### src/rtl/fetch_sequencer.sv
`default_nettype none
// ============================================================================
// Module   : fetch_sequencer
// Brief    : VeriRISC fetch sequencer. Generates the controller phase and holds
//            IR and PC. Adds run/stop/step/halt/resume control. Single-step
//            support is compiled in with the FETCH_SEQ_STEP_EN macro.
// Revision : 1.0  initial release
// ============================================================================
module fetch_sequencer #(
    parameter int AWIDTH = 5,
    parameter int DWIDTH = 8
) (
    input  logic              clk,
    input  logic              rst_n,
    input  logic              run_en,
    input  logic              step,
    input  logic              resume,
    input  logic [DWIDTH-1:0] data_in,
    input  logic              ld_ir,
    input  logic              inc_pc,
    input  logic              ld_pc,
    input  logic              halt,
    output logic [2:0]        phase,
    output logic [2:0]        opcode,
    output logic [AWIDTH-1:0] ir_addr,
    output logic [AWIDTH-1:0] pc_addr,
    output logic              halted,
    output logic              running
);

    typedef enum logic [1:0] {
        ST_STOP = 2'd0,
        ST_RUN  = 2'd1,
        ST_STEP = 2'd2,
        ST_HALT = 2'd3
    } state_t;

    localparam logic [2:0]        C_PHASE_LAST = 3'd7;
    localparam logic [AWIDTH-1:0] C_PC_ONE     = AWIDTH'(1);

    state_t            r_state;
    state_t            w_state_next;
    logic [2:0]        r_phase;
    logic [DWIDTH-1:0] r_ir;
    logic [AWIDTH-1:0] r_pc;
    logic              w_active;
    logic              w_phase_last;
    logic              w_step_req;

`ifdef FETCH_SEQ_STEP_EN
    assign w_step_req = step;
`else
    // Port kept for a uniform pinout; the request is tied off here.
    assign w_step_req = step & 1'b0;
`endif

    assign w_active     = (r_state == ST_RUN) || (r_state == ST_STEP);
    assign w_phase_last = (r_phase == C_PHASE_LAST);

    always_ff @(posedge clk or negedge rst_n) begin
        if (!rst_n) begin
            r_state <= ST_STOP;
        end else begin
            r_state <= w_state_next;
        end
    end

    always_comb begin
        w_state_next = r_state;
        case (r_state)
            ST_STOP: begin
                if (run_en) begin
                    w_state_next = ST_RUN;
                end else if (w_step_req) begin
                    w_state_next = ST_STEP;
                end
            end
            ST_RUN: begin
                // Halt outranks the boundary stop on a shared edge.
                if (halt) begin
                    w_state_next = ST_HALT;
                end else if (!run_en && w_phase_last) begin
                    w_state_next = ST_STOP;
                end
            end
            ST_STEP: begin
                if (halt) begin
                    w_state_next = ST_HALT;
                end else if (w_phase_last) begin
                    w_state_next = ST_STOP;
                end
            end
            ST_HALT: begin
                if (resume) begin
                    w_state_next = run_en ? ST_RUN : ST_STOP;
                end
            end
            default: w_state_next = ST_STOP;
        endcase
    end

    // Strobes on the halting edge are still honoured because w_active
    // reflects the registered state, not the next one.
    always_ff @(posedge clk or negedge rst_n) begin
        if (!rst_n) begin
            r_phase <= 3'd0;
            r_ir    <= '0;
            r_pc    <= '0;
        end else if (w_active) begin
            r_phase <= r_phase + 3'd1;
            if (ld_ir) begin
                r_ir <= data_in;
            end
            if (ld_pc) begin
                r_pc <= r_ir[AWIDTH-1:0];
            end else if (inc_pc) begin
                r_pc <= r_pc + C_PC_ONE;
            end
        end
    end

    assign phase   = r_phase;
    assign opcode  = r_ir[DWIDTH-1:DWIDTH-3];
    assign ir_addr = r_ir[AWIDTH-1:0];
    assign pc_addr = r_pc;
    assign halted  = (r_state == ST_HALT);
    assign running = w_active;

endmodule
`default_nettype wire

### config.mk
export PLATFORM = sky130hd
export DESIGN_NAME = fetch_sequencer
export DESIGN_NICKNAME = d
export VERILOG_FILES = /design/src/rtl/fetch_sequencer.sv
export SDC_FILE = /design/constraint.sdc
export NUM_CORES = 1
export LEC_CHECK = 0
export CELL_PAD_IN_SITES_DETAIL_PLACEMENT = 0
export CELL_PAD_IN_SITES_GLOBAL_PLACEMENT = 1
export CORE_ASPECT_RATIO = 1.4
export CORE_MARGIN = 4
export CORE_UTILIZATION = 35
export DETAILED_ROUTE_END_ITERATION = 12
export PLACE_DENSITY = 0.88
export SLEW_MARGIN = 15
export SYNTH_ARGS = -nofsm -noshare
export SYNTH_HDL_FRONTEND = slang
export SYNTH_SLANG_ARGS = --single-unit
export TNS_END_PERCENT = 100
### constraint.sdc
create_clock -name clk -period 3.6 [get_ports clk]
set_input_delay 0.54 -clock clk [delete_from_list [all_inputs] [get_ports clk]]
set_output_delay 0.54 -clock clk [all_outputs]
set_load 0.05 [all_outputs]
==> metrics <==
Die Area=0.00351 mm^2; EDFF count, synth=0; cts bufs inserted=3; fillcell total=~220; commonest register cell after synthesis=dfrtp_1; Tcrit/Tclk final=0.792; GPL Wtd Cong=0.845; Max clock buf depth=2; reg2reg end=r_ir[3]; CP Capture Type=output port; IO buf count=33; Syn Area/Cell=between 10 and 15 um^2; Hold WC Path Type=flop to flop; CTS tree=built; Die Ht=68.5 um; max_cap viols=0; clk_lat worst skew=280 ps; TritonRoute pass-1 iters=3; area of the multi-input gates=434 um^2; final-report setup violation count=0; critical path arrival=2310 ps; RR Startpoint=r_state[0]; via count=a little over 700; Post-CTS Setup Bufs=0; drt drc=0; Synth area leaders=dfrtp_1, mux2_2, ha_1; global-route wire length before repair=3190 um; H-tree depth=1; hpwl dp=1520 um; Synth Area in Compound Gates=0.128; xor/xnor share of the synthesized area=0.00956; CP max-delay cell=clkdlybuf4s50_1; Setup TNS=0 ps; # clock sinks=18; clock root cell=clkbuf_4; Yosys warning count=0; initial antenna violation count=0; final setup margin=around 750 ps; total area of sequential cells=450 um^2; Mapped Cells=77; actual slew at the worst max-slew pin=a little under 800 ps; Hold Vio Cnt, Final=0; post-route minimum period=2850 ps; clk slew on worst S/H paths=90 ps; Post-CTS Resized=0; Via density=4.82; fraction of layout cells with a size suffix above 1=0.161; synthesized area=approximately 920 um^2; Final nets=~140; WHS Endpoint=phase[0]; critical path cell sequence=inv_1, ha_1, clkdlybuf4s50_1; hold depth=1; Synth cell types=26; FP Rows=21; ANT cells=0; drt first-iter violations=7; top-count cell post-synth=dfrtp_1; hold buffer count at CTS=0; r2r setup slk=1770 ps; Slew headroom=0.481; Post-Synth Simple-Gate Area=0.0943; vias in the first global route=737; largest family of logic cells by synthesized area=multiplexers; Highest Clock Rate=351 MHz; Crit Path Class=flop to output port; pre-CTS setup slack=between 1000 and 1500 ps; startpoint of the worst hold path=phase[0]; outcome=finished, final reports clean; clock skew=5.64 ps; I/O pins=35; remaining global-route overflow=0; post-synthesis mux area share=0.146; area leader, netlist=dfrtp_1; worst-case reg-to-reg path depth=4; RSZ-0062 raised after global routing=no; Yosys top cell area share=0.492; synthesis-stage register bit count=18; Total GRT Usage=0.122; pin count of the biggest net entering global routing=19; Worst EP required=3060 ps; Synth Net Count=101; Area growth, synth to finish=43.3%; crit-path max cell delay=910 ps; DR WL/cell=12.9 um; DRT Wirelength=1890 um; fin. max-slew vios=0; Synth top cells by count=dfrtp_1, mux2_2, ha_1, o22ai_1, inv_1; CP Max Fanout=17; Startpoint Class=flop; Async SR Flop Fraction=1.00; Die Width=51.2 um; post-synthesis sequential area ratio=0.492; Placeable Area=between 0.002 and 0.0025 mm^2; Initial Util=0.375; adder-cell area share of the yosys netlist=0.0956; final antenna-violating net count=0
-- routing by layer --
metal,vias to the layer above,track usage,part of all wire
li1,350,-,-
met1,338,0.129,0.41
met2,14,0.232,0.56
met3,2,0.0194,0.029
met4,0,0.0590,0.0074
met5,-,0,0
-- worst max-delay path: cells and delay by family (launching register included) --
| family | cells | cell delay (ps) |
|---|---|---|
| buffers and inverters | 2 | 990 |
| adders and majority gates | 1 | 640 |
| DFF | 1 | 390 |
-- registers in the layout, indices dropped and copies added, names as in the netlist --
signal and cells:
r_state 2, r_ir 8, pc_addr 5, phase 3
-- layout by cell type, fill, tap and decap left out, types with 2 or more instances in the layout --
master,count
and4_1,2
nand2_1,2
a22o_1,2
nand3_1,2
ha_1,7
o21ai_0,2
inv_1,5
nor2_1,3
a21oi_1,4
clkdlybuf4s50_1,33
clkbuf_4,3
dfrtp_1,18
mux2_2,10
o22ai_1,6
-- through the flow --
stage	cells	hold slack (ps)	util	cell area (um^2)
2_1_floorplan	77	244	-	916
3_3_place_gp	142	489	0.522	1280
3_5_place_dp	142	498	0.522	1280
4_1_cts	146	520	0.537	1310
5_1_grt	146	542	0.537	1310
6_report	146	511	0.537	1310
-- worst max path at each step --
stage,startpoint,to,slack [ps],cells past startpoint
floorplan,phase[0],r_state[1],1750,6
global placement,r_state[0],running,1090,3
detailed placement,r_state[0],running,1050,3
CTS,r_state[0],running,710,3
global route,r_state[1],running,590,3
finish,r_state[0],running,750,3
-- cells by family after synthesis --
| family | Yosys count |
|---|---|
| AO/OA/AOI/OAI | 18 |
| XOR/XNOR | 1 |
| adder cells (fa/ha/maj) | 7 |
| buffers and inverters | 7 |
| flip-flops | 18 |
| multiplexers | 12 |
| AND/OR/NAND/NOR | 14 |
-- layout make-up --
type / instances / area share
inverters: 5 / 0.0143
flip-flops and latches: 18 / 0.343
repair buffers: 33 / 0.252
multi-input cells: 52 / 0.331
well taps: 34 / 0.0324
clock buffers: 4 / 0.0276
Power is not shown: default switching activity piles up to over one toggle a cycle in this logic, so the estimate is an artifact.
